--- config.mk ---
export PLATFORM = sky130hd
export DESIGN_NAME = memory_arbiter_flat
export DESIGN_NICKNAME = d
export VERILOG_FILES = /design/src/rtl/cpu_types_pkg.sv /design/src/rtl/arbiter_if.sv /design/src/rtl/arb_starve_counter.sv /design/src/rtl/memory_arbiter.sv /design/src/flat_wrapper.sv
export SDC_FILE = /design/constraint.sdc
export NUM_CORES = 1
export LEC_CHECK = 0
export ABC_AREA = 1
export BUFFER_PORTS_ARGS = -buffer_cell sky130_fd_sc_hd__buf_2
export CAP_MARGIN = 5
export CORE_MARGIN = 1
export CORE_UTILIZATION = 44
export DETAILED_ROUTE_END_ITERATION = 6
export GPL_ROUTABILITY_DRIVEN = 0
export PLACE_DENSITY = 0.91
export REMOVE_ABC_BUFFERS = 1
export SYNTH_ARGS = -nofsm -noshare
export SYNTH_HDL_FRONTEND = slang
export SYNTH_SLANG_ARGS = --single-unit
--- constraint.sdc ---
create_clock -name CLK -period 1.5 [get_ports CLK]
set_input_delay 0.15 -clock CLK [delete_from_list [all_inputs] [get_ports CLK]]
set_output_delay 0.15 -clock CLK [all_outputs]
set_load 0.02 [all_outputs]
--- src/rtl/cpu_types_pkg.sv ---
// Shared CPU-side types: RAM handshake states, arbiter FSM states and data words.
package cpu_types_pkg;
  localparam int unsigned ADDR_W   = 32;
  localparam int unsigned DATA_W   = 32;
  localparam int unsigned STARVE_W = 4;

  typedef logic [DATA_W-1:0] word_t;
  typedef logic [ADDR_W-1:0] addr_t;

  typedef enum logic [1:0] {
    FREE   = 2'd0,
    BUSY   = 2'd1,
    ACCESS = 2'd2,
    ERROR  = 2'd3
  } ramstate_t;

  typedef enum logic [1:0] {
    ARB_IDLE = 2'd0,
    ARB_IGNT = 2'd1,
    ARB_DGNT = 2'd2
  } arb_state_t;
endpackage

--- src/rtl/arbiter_if.sv ---
// Request-side and RAM-side signals of the memory arbiter.
interface arbiter_if
  import cpu_types_pkg::*;
#(
  parameter int unsigned ADDR_W = cpu_types_pkg::ADDR_W,
  parameter int unsigned DATA_W = cpu_types_pkg::DATA_W
);
  logic              iREN;
  logic [ADDR_W-1:0] iaddr;
  logic              dREN;
  logic              dWEN;
  logic [ADDR_W-1:0] daddr;
  logic [DATA_W-1:0] dstore;
  logic              iwait;
  logic              dwait;
  logic [DATA_W-1:0] iload;
  logic [DATA_W-1:0] dload;
  ramstate_t         ramstate;
  logic [DATA_W-1:0] ramload;
  logic              ramREN;
  logic              ramWEN;
  logic [ADDR_W-1:0] ramaddr;
  logic [DATA_W-1:0] ramstore;

  modport arb (
    input  iREN, iaddr, dREN, dWEN, daddr, dstore, ramstate, ramload,
    output iwait, dwait, iload, dload, ramREN, ramWEN, ramaddr, ramstore
  );

  modport cache (
    output iREN, iaddr, dREN, dWEN, daddr, dstore,
    input  iwait, dwait, iload, dload
  );

  modport ram (
    output ramstate, ramload,
    input  ramREN, ramWEN, ramaddr, ramstore
  );
endinterface

--- src/rtl/arb_starve_counter.sv ---
// Saturating count of data grants won while instruction fetch waits.
module arb_starve_counter
  import cpu_types_pkg::*;
#(
  parameter int unsigned STARVE_MAX = 4
) (
  input  logic CLK,
  input  logic nRST,
  input  logic inc,
  input  logic clr,
  output logic at_max_c
);
  logic [STARVE_W-1:0] cnt_q;
  logic [STARVE_W-1:0] cnt_d;

  assign at_max_c = (cnt_q == STARVE_W'(STARVE_MAX));

  always_comb begin
    cnt_d = cnt_q;
    if (clr) begin
      cnt_d = '0;
    end else if (inc && !at_max_c) begin
      cnt_d = cnt_q + STARVE_W'(1);
    end
  end

  always_ff @(posedge CLK or negedge nRST) begin
    if (!nRST) cnt_q <= '0;
    else       cnt_q <= cnt_d;
  end
endmodule

--- src/rtl/memory_arbiter.sv ---
// Shares the single-ported RAM between instruction fetch and data access;
// data wins unless instruction fetch has been starved STARVE_MAX times.
module memory_arbiter
  import cpu_types_pkg::*;
#(
  parameter int unsigned ADDR_W     = cpu_types_pkg::ADDR_W,
  parameter int unsigned DATA_W     = cpu_types_pkg::DATA_W,
  parameter int unsigned STARVE_MAX = 4
) (
  input  logic   CLK,
  input  logic   nRST,
  arbiter_if.arb aif
);
  arb_state_t        state_q, state_d;
  logic              wr_q, wr_d;
  logic [ADDR_W-1:0] addr_q, addr_d;
  logic [DATA_W-1:0] store_q, store_d;
  logic              starve_inc_c;
  logic              starve_clr_c;
  logic              starve_max_c;

  arb_starve_counter #(.STARVE_MAX(STARVE_MAX)) u_starve (
    .CLK      (CLK),
    .nRST     (nRST),
    .inc      (starve_inc_c),
    .clr      (starve_clr_c),
    .at_max_c (starve_max_c)
  );

  // RAM drive follows the registered grant, so reset drops enables at once.
  always_comb begin
    state_d      = state_q;
    wr_d         = wr_q;
    addr_d       = addr_q;
    store_d      = store_q;
    starve_inc_c = 1'b0;
    starve_clr_c = 1'b0;
    aif.ramREN   = 1'b0;
    aif.ramWEN   = 1'b0;
    aif.ramaddr  = '0;
    aif.ramstore = '0;
    aif.iwait    = 1'b1;
    aif.dwait    = 1'b1;
    aif.iload    = '0;
    aif.dload    = '0;

    case (state_q)
      ARB_IDLE: begin
        if ((aif.dREN || aif.dWEN) && !(aif.iREN && starve_max_c)) begin
          state_d = ARB_DGNT;
          wr_d    = aif.dWEN;
          addr_d  = aif.daddr;
          store_d = aif.dstore;
        end else if (aif.iREN) begin
          state_d = ARB_IGNT;
          wr_d    = 1'b0;
          addr_d  = aif.iaddr;
        end
      end

      ARB_IGNT: begin
        aif.ramREN  = 1'b1;
        aif.ramaddr = addr_q;
        if (aif.ramstate == ACCESS) begin
          state_d      = ARB_IDLE;
          starve_clr_c = 1'b1;
          if (aif.iREN) begin
            aif.iwait = 1'b0;
            aif.iload = aif.ramload;
          end
        end else if (aif.ramstate == ERROR) begin
          state_d = ARB_IDLE;
        end
      end

      ARB_DGNT: begin
        aif.ramaddr  = addr_q;
        aif.ramstore = store_q;
        aif.ramWEN   = wr_q;
        aif.ramREN   = !wr_q;
        if (aif.ramstate == ACCESS) begin
          state_d      = ARB_IDLE;
          starve_inc_c = aif.iREN;
          if (aif.dREN || aif.dWEN) begin
            aif.dwait = 1'b0;
            aif.dload = wr_q ? '0 : aif.ramload;
          end
        end else if (aif.ramstate == ERROR) begin
          state_d = ARB_IDLE;
        end
      end

      default: state_d = ARB_IDLE;
    endcase
  end

  always_ff @(posedge CLK or negedge nRST) begin
    if (!nRST) begin
      state_q <= ARB_IDLE;
      wr_q    <= 1'b0;
      addr_q  <= '0;
      store_q <= '0;
    end else begin
      state_q <= state_d;
      wr_q    <= wr_d;
      addr_q  <= addr_d;
      store_q <= store_d;
    end
  end
endmodule

--- src/flat_wrapper.sv ---
// flat-port wrapper written by rule: the top's interface ports become plain ports
module memory_arbiter_flat import cpu_types_pkg::*;
#(
  parameter int unsigned ADDR_W     = cpu_types_pkg::ADDR_W,
  parameter int unsigned DATA_W     = cpu_types_pkg::DATA_W,
  parameter int unsigned STARVE_MAX = 4
)
  (CLK, nRST, aif_iREN, aif_iaddr, aif_dREN, aif_dWEN, aif_daddr, aif_dstore, aif_ramstate, aif_ramload, aif_iwait, aif_dwait, aif_iload, aif_dload, aif_ramREN, aif_ramWEN, aif_ramaddr, aif_ramstore);
  arbiter_if #(.ADDR_W(ADDR_W), .DATA_W(DATA_W)) aif_i ();
  input  logic CLK;
  input  logic nRST;
  input wire logic [$bits(aif_i.iREN)-1:0] aif_iREN;
  input wire logic [$bits(aif_i.iaddr)-1:0] aif_iaddr;
  input wire logic [$bits(aif_i.dREN)-1:0] aif_dREN;
  input wire logic [$bits(aif_i.dWEN)-1:0] aif_dWEN;
  input wire logic [$bits(aif_i.daddr)-1:0] aif_daddr;
  input wire logic [$bits(aif_i.dstore)-1:0] aif_dstore;
  input wire logic [$bits(aif_i.ramstate)-1:0] aif_ramstate;
  input wire logic [$bits(aif_i.ramload)-1:0] aif_ramload;
  output wire logic [$bits(aif_i.iwait)-1:0] aif_iwait;
  output wire logic [$bits(aif_i.dwait)-1:0] aif_dwait;
  output wire logic [$bits(aif_i.iload)-1:0] aif_iload;
  output wire logic [$bits(aif_i.dload)-1:0] aif_dload;
  output wire logic [$bits(aif_i.ramREN)-1:0] aif_ramREN;
  output wire logic [$bits(aif_i.ramWEN)-1:0] aif_ramWEN;
  output wire logic [$bits(aif_i.ramaddr)-1:0] aif_ramaddr;
  output wire logic [$bits(aif_i.ramstore)-1:0] aif_ramstore;
  assign aif_i.iREN = aif_iREN;
  assign aif_i.iaddr = aif_iaddr;
  assign aif_i.dREN = aif_dREN;
  assign aif_i.dWEN = aif_dWEN;
  assign aif_i.daddr = aif_daddr;
  assign aif_i.dstore = aif_dstore;
  assign aif_i.ramstate = aif_ramstate;
  assign aif_i.ramload = aif_ramload;
  assign aif_iwait = aif_i.iwait;
  assign aif_dwait = aif_i.dwait;
  assign aif_iload = aif_i.iload;
  assign aif_dload = aif_i.dload;
  assign aif_ramREN = aif_i.ramREN;
  assign aif_ramWEN = aif_i.ramWEN;
  assign aif_ramaddr = aif_i.ramaddr;
  assign aif_ramstore = aif_i.ramstore;
  memory_arbiter #(.ADDR_W(ADDR_W), .DATA_W(DATA_W), .STARVE_MAX(STARVE_MAX)) u_core (.CLK(CLK), .nRST(nRST), .aif(aif_i));
endmodule
==> results.sh, run 1 <==
export IMPL_place_detailed_hpwl_mm=9.93
export IMPL_holdWs_ns=0.0511
export IMPL_layout_common_cells="173 x nand2_1, 169 x inv_1, 141 x buf_2"
export IMPL_rr_worst_depth=8
export IMPL_dr_pass1_iters=5
export IMPL_pin_count=267
export IMPL_max_slew_worst_pin_slew_ns=0.384
export IMPL_gr_total_overflow=0
export IMPL_viasPerCell=5.20
export IMPL_critPathMaxFanout=8
export IMPL_avgRoutedWirePerCell_um=17.8
export IMPL_layout_commonest_cell="nand2_1"
export IMPL_cap_violations=0
export IMPL_leakage_nw=4.91
export IMPL_clock_sink_count=71
export IMPL_synthToLayoutAreaGrowth_pct=77.7
export IMPL_p_per_area_nw_per_um2=1810
export IMPL_num_vias=5889
export IMPL_place_ws_ns=-0.0532
export IMPL_yosysWarnings=0
export IMPL_antenna_found_initial=5
export IMPL_synth_ff_latch_count=71
export IMPL_finalHoldViolations=0
export IMPL_rsz0062_at_grt="yes"
export IMPL_first_global_vias=4804
export IMPL_cp_startpoint="u_core.state_q[0]"
export IMPL_worst_clock_skew_ns=0.00729
export IMPL_vdd_drop_max_v=0.00121
export IMPL_cts_buffers=9
export IMPL_r2r_setup_slack_ns=-0.08
export IMPL_clock_latency_ns=0.33
export IMPL_finalCritPeriodShare_pct=126
export IMPL_violations="setup timing"
export IMPL_io_buffer_count=266
export IMPL_setup_viol=134
export IMPL_die_h_um=103
export IMPL_drc=0
export IMPL_grt_pass1_wl_mm=22.0
export IMPL_netlist_area_um2=4520
export IMPL_synthDistinctLibCells=22
export IMPL_crit_path_start_kind="register"
export IMPL_drive_above_1_share_pct=46.9
export IMPL_drt_iter0_markers=467
export IMPL_grt_max_degree=72
export IMPL_track_usage_pct=27.0
export IMPL_ys_seq_area_share_pct=39.3
export IMPL_filler_cell_count=580
export IMPL_fin_crit_ns=1.89
export IMPL_htreeDepth=3
export IMPL_crit_type="reg -> out"
export IMPL_nets=1131
export IMPL_fin_setup_tns_ns=-38.09
export IMPL_rr_startpoint="u_core.state_q[0]"
export IMPL_setup_ws_ns=-0.392
export IMPL_cts_root_buf="clkbuf_8"
export IMPL_slew_headroom_pct=74.3
export IMPL_rows=36
export IMPL_clkTransAtPathRegs_ns=0.08
export IMPL_p_total_mw=14.6
export IMPL_cts_path_max_buffers=2
export IMPL_slew_violations=0
export IMPL_crit_end="aif_ramaddr[2]"
export IMPL_cp_end_kind="primary output"
export IMPL_fmax_ghz=0.529
export IMPL_syn_avg_cell_area_um2=6.29
export IMPL_ant_nets=0
export IMPL_start_util_pct=45.8
export IMPL_r2r_end="u_core.state_q[1]"
export IMPL_dieArea_um2=10700
export IMPL_fp_dieW_um=103
export IMPL_wl_mm=20.2
export IMPL_cts_tree="done"
export IMPL_syn_inst=718
export IMPL_core_area_um2=9860
export IMPL_status="complete, but fails checks"
export IMPL_hp_class="in -> reg"
export IMPL_worstPathRequired_ns=1.35
export IMPL_crit_arrival_ns=1.74
export IMPL_hold_depth=3
synthesized netlist by cell type:
master	n	share of area, %
nor2_1	35	2.9
a21boi_0	1	0.17
dfrtp_1	71	39
inv_1	203	17
nand4_1	2	0.28
nand2_1	211	18
buf_4	6	1.0
buf_6	1	0.25
inv_2	2	0.17
buf_2	14	1.6
nand3_2	1	0.22
buf_1	3	0.25
o22ai_1	1	0.14
xor2_1	1	0.19
nand2_2	1	0.14
ha_1	5	1.4
nor3_1	32	3.5
o21ai_1	3	0.33
clkbuf_1	16	1.3
nand3_1	78	8.6
nand4_4	1	0.47
o21ai_0	30	3.3
worst min-delay path by stage:
stage / startpoint / endpoint
after floorplan: nRST / u_core.addr_q[0]
after global placement: nRST / u_core.store_q[31]
after detailed placement: nRST / u_core.store_q[15]
after CTS: aif_dstore[14] / u_core.store_q[14]
after global routing: aif_dstore[14] / u_core.store_q[14]
final: aif_dstore[22] / u_core.store_q[22]
flip-flops by register name, summed over array words and instances, names as in the netlist:
| register | count |
|---|---|
| u_core.u_starve.cnt_q | 4 |
| u_core.store_q | 32 |
| u_core.wr_q | 1 |
| u_core.state_q | 2 |
| u_core.addr_q | 32 |
where the power goes:
group | total [mW] | switching (mW) | internal, mW
clock | 1.48 | 0.721 | 0.756
combinational | 9.38 | 5.40 | 3.98
sequential | 3.70 | 0.850 | 2.85
total | 14.6 | 6.97 | 7.59
repair_timing:
item | 4_1_cts | 5_1_grt
hold buffers | 1 | 0
setup endpoints to repair | 132 | 200
pin swaps | 2 | 17
endpoints found under the hold margin | 71 | 0
resized for setup | 183 | 252
cloned | 5 | 6
buffers inserted | 5 | 1
stage by stage:
step                      area, um^2  cells  utilization, %
after floorplan                 4320    678               -
after CTS                       7020   1121            71.1
after global routing            8020   1131            81.3
after detailed placement        6080   1095            61.6
final                           8030   1133            81.4
after global placement          6080   1095            61.6
critical path: stages, from the launching register on:
cell,delay [ns]
dfrtp_1,0.41
inv_2,0.09
ha_4,0.38
buf_16,0.19
nand2_4,0.05
inv_2,0.12
buf_6,0.16
metal layers:
layer  share of wire [%]  GRT usage [%]  vias up  wire [um]
met2                  49           53.8      412       9910
met3                  10           3.70      137       2100
met5                0.14              0        -         28
li1                    -              -     2631          -
met1                  33           27.6     2707       6680
met4                 7.2           12.4        2       1450
area by class of cell:
cell class	instances	area, um^2	area share (%)
Antenna cell	5	12.5	0.156
Clock buffer	9	124	1.54
Clock inverter	6	62.6	0.779
Inverter	205	769	9.58
Multi-Input combinational cell	402	2570	32.0
Sequential cell	71	1780	22.1
Tap cell	133	166	2.07
Timing Repair Buffer	302	2540	31.7
cells by family (layout without fill, tap and decap cells):
logic type,after synthesis,after routing,synth area share (%)
adders and majority gates,5,5,1.38
DFF,71,71,39.3
and+or+nand+nor,361,361,33.7
buffers and inverters,245,522,21.4
AOI/OAI and AO/OA,35,35,3.96
other,0,5,0
xor gates and xnor gates,1,1,0.194
No activity file was read; power rests on OpenSTA's default activity.
==> run 2, diff against run 1 <==
--- a/config.mk
+++ b/config.mk
@@ -6,13 +6,13 @@
 export NUM_CORES = 1
 export LEC_CHECK = 0
 export ABC_AREA = 1
-export BUFFER_PORTS_ARGS = -buffer_cell sky130_fd_sc_hd__buf_2
 export CAP_MARGIN = 5
-export CORE_MARGIN = 1
-export CORE_UTILIZATION = 44
+export CORE_AREA = 2 2 103 105
 export DETAILED_ROUTE_END_ITERATION = 6
+export DIE_AREA = 0 0 105 107
+export DONT_BUFFER_PORTS = 1
 export GPL_ROUTABILITY_DRIVEN = 0
-export PLACE_DENSITY = 0.91
+export PLACE_DENSITY = 0.69
 export REMOVE_ABC_BUFFERS = 1
 export SYNTH_ARGS = -nofsm -noshare
 export SYNTH_HDL_FRONTEND = slang
==> run 2 against run 1 <==
Net effect:
- the run ends with hold timing, setup timing left
- wire length shrank 17%
- count of clock-buffer cells in the layout grew 1
- clock skew grew 0.0044 ns
- clock power grew 20%
- final cell count shrank 14%
- worst setup slack gained 0.058 ns
- sequential share of layout area grew 4.0 points
- combinational power shrank 29%
- non-clock buffer count shrank 161
- sequential power shrank 7.8%
- sequential cell count is the same
- critical endpoint is now aif_iload[1]
- largest power group unchanged
==> results.sh, run 2 (synthesis gave the netlist of run 1 again) <==
export IMPL_ant_nets=0
export IMPL_io_buffer_count=0
export IMPL_cts_path_max_buffers=2
export IMPL_place_area_um2=5230
export IMPL_cts_tree="done"
export IMPL_leakage_nw=3.87
export IMPL_r2r_setup_slack_ns=0.06
export IMPL_multi_input_area_um2=2270
export IMPL_crit_path_start_kind="register"
export IMPL_crit_type="reg -> out"
export IMPL_fmax_ghz=0.545
export IMPL_clock_latency_ns=0.35
export IMPL_pin_count=267
export IMPL_first_global_vias=4827
export IMPL_layout_common_cells="208 x nand2_1, 134 x inv_1, 76 x nand3_1"
export IMPL_cap_violations=0
export IMPL_cts_buffers=9
export IMPL_avgRoutedWirePerCell_um=17.2
export IMPL_clock_sink_count=71
export IMPL_drt_iter0_markers=431
export IMPL_reg_top3="u_core.addr_q (32), u_core.store_q (32), u_core.u_starve.cnt_q (4)"
export IMPL_num_vias=5021
export IMPL_fin_crit_ns=1.83
export IMPL_crit_arrival_ns=1.68
export IMPL_hp_class="in -> async"
export IMPL_start_util_pct=44.8
export IMPL_core_area_um2=10100
export IMPL_viasPerCell=5.17
export IMPL_place_ws_ns=0.0121
export IMPL_drive_above_1_share_pct=32.1
export IMPL_fin_setup_tns_ns=-34.23
export IMPL_place_detailed_hpwl_mm=9.43
export IMPL_rr_worst_depth=8
export IMPL_die_h_um=107
export IMPL_max_slew_worst_pin_slew_ns=0.576
export IMPL_r2r_end="u_core.addr_q[19]"
export IMPL_drc=0
export IMPL_finalHoldViolations=71
export IMPL_setup_viol=132
export IMPL_wl_mm=16.7
export IMPL_slew_violations=0
export IMPL_nets=970
export IMPL_dieArea_um2=11200
export IMPL_synthToLayoutAreaGrowth_pct=50.6
export IMPL_rsz0062_at_grt="yes"
export IMPL_htreeDepth=3
export IMPL_post_route_util_pct=67.4
export IMPL_critPathMaxFanout=9
export IMPL_rows=37
export IMPL_worstPathRequired_ns=1.35
export IMPL_setup_ws_ns=-0.334
export IMPL_slew_headroom_pct=61.6
export IMPL_track_usage_pct=26.2
export IMPL_violations="hold timing, setup timing"
export IMPL_cts_root_buf="clkbuf_8"
export IMPL_clkTransAtPathRegs_ns=0.09
export IMPL_gr_total_overflow=0
export IMPL_final_seq_area_um2=1780
export IMPL_grt_max_degree=72
export IMPL_cp_startpoint="u_core.state_q[0]"
export IMPL_vdd_drop_max_v=0.000916
export IMPL_dr_pass1_iters=6
export IMPL_fp_dieW_um=105
export IMPL_holdWs_ns=-0.507
export IMPL_layout_commonest_cell="nand2_1"
export IMPL_p_per_area_nw_per_um2=1740
export IMPL_filler_cell_count=800
export IMPL_rr_startpoint="u_core.u_starve.cnt_q[1]"
export IMPL_final_area_um2=6800
export IMPL_ctsHoldBuffers=38
export IMPL_worst_clock_skew_ns=0.0117
export IMPL_antenna_found_initial=1
export IMPL_finalCritPeriodShare_pct=122
export IMPL_cp_end_kind="primary output"
export IMPL_status="complete, but fails checks"
export IMPL_grt_pass1_wl_mm=23.5
==> run 2: changes by cell type in the layout (fill, tap and decap cells not counted), moves of 17 or more <==
cell / change
buf_6: -36
nand2_4: -31
dlygate4sd3_1: +37
buf_2: -141
inv_1: -35
nand2_1: +35
buf_4: -17
inv_2: +34
==> run 2: how the worst max path moves through the flow <==
| stage | slack [ns] | endpoint | cells past startpoint |
|---|---|---|---|
| floorplan | -1.15 | aif_ramREN | 4 |
| global placement | 0.06 | aif_ramaddr[0] | 5 |
| detailed placement | 0.01 | aif_dload[17] | 6 |
| CTS | -0.27 | aif_ramaddr[0] | 5 |
| global route | -0.42 | aif_dload[17] | 6 |
| finish | -0.33 | aif_iload[1] | 6 |
==> run 2: final cells by class <==
type / instances / area share [%]
Clock buffer: 10 / 2.02
Clock inverter: 6 / 1.36
Inverter: 205 / 11.3
Multi-Input combinational cell: 402 / 33.4
Antenna cell: 1 / 0.0368
Tap cell: 136 / 2.50
Timing Repair Buffer: 141 / 23.2
Sequential cell: 71 / 26.1
==> run 2: power breakdown <==
group	total, mW	leakage, nW	internal [mW]	switching, mW
combinational	6.66	2.89	2.26	4.40
sequential	3.41	0.868	2.85	0.562
clock	1.77	0.109	0.991	0.780
total	11.8	3.87	6.10	5.74
==> run 2: metal layers <==
layer / global-route usage, % / share of wire (%) / vias to the layer above
li1: - / - / 2304
met4: 12.7 / 4.4 / 0
met3: 5.17 / 6.1 / 56
met1: 28.5 / 37 / 2387
met2: 48.7 / 53 / 274
met5: 0 / 0 / -
==> run 2: metrics by stage <==
stage                     instances  total power [mW]
after detailed placement        901              8.52
after global placement          901              8.35
after global routing            972              12.6
after CTS                       963              11.2
after floorplan                 678              6.98
final                           972              11.8
==> run 2: what timing repair did <==
| action | CTS | global route |
|---|---|---|
| cloned | 6 | 8 |
| buffers inserted | 2 | 0 |
| endpoints found under the hold margin | 109 | 71 |
| pin swaps | 2 | 7 |
| gates resized for setup | 179 | 52 |
| endpoints found under the setup margin | 131 | 187 |
==> run 2: critical path: stages, from the launching register on <==
cell     delay, ns
dfrtp_1       0.40
buf_6         0.12
ha_4          0.14
nand3_4       0.18
buf_12        0.23
nor2_2        0.11
buf_4         0.15
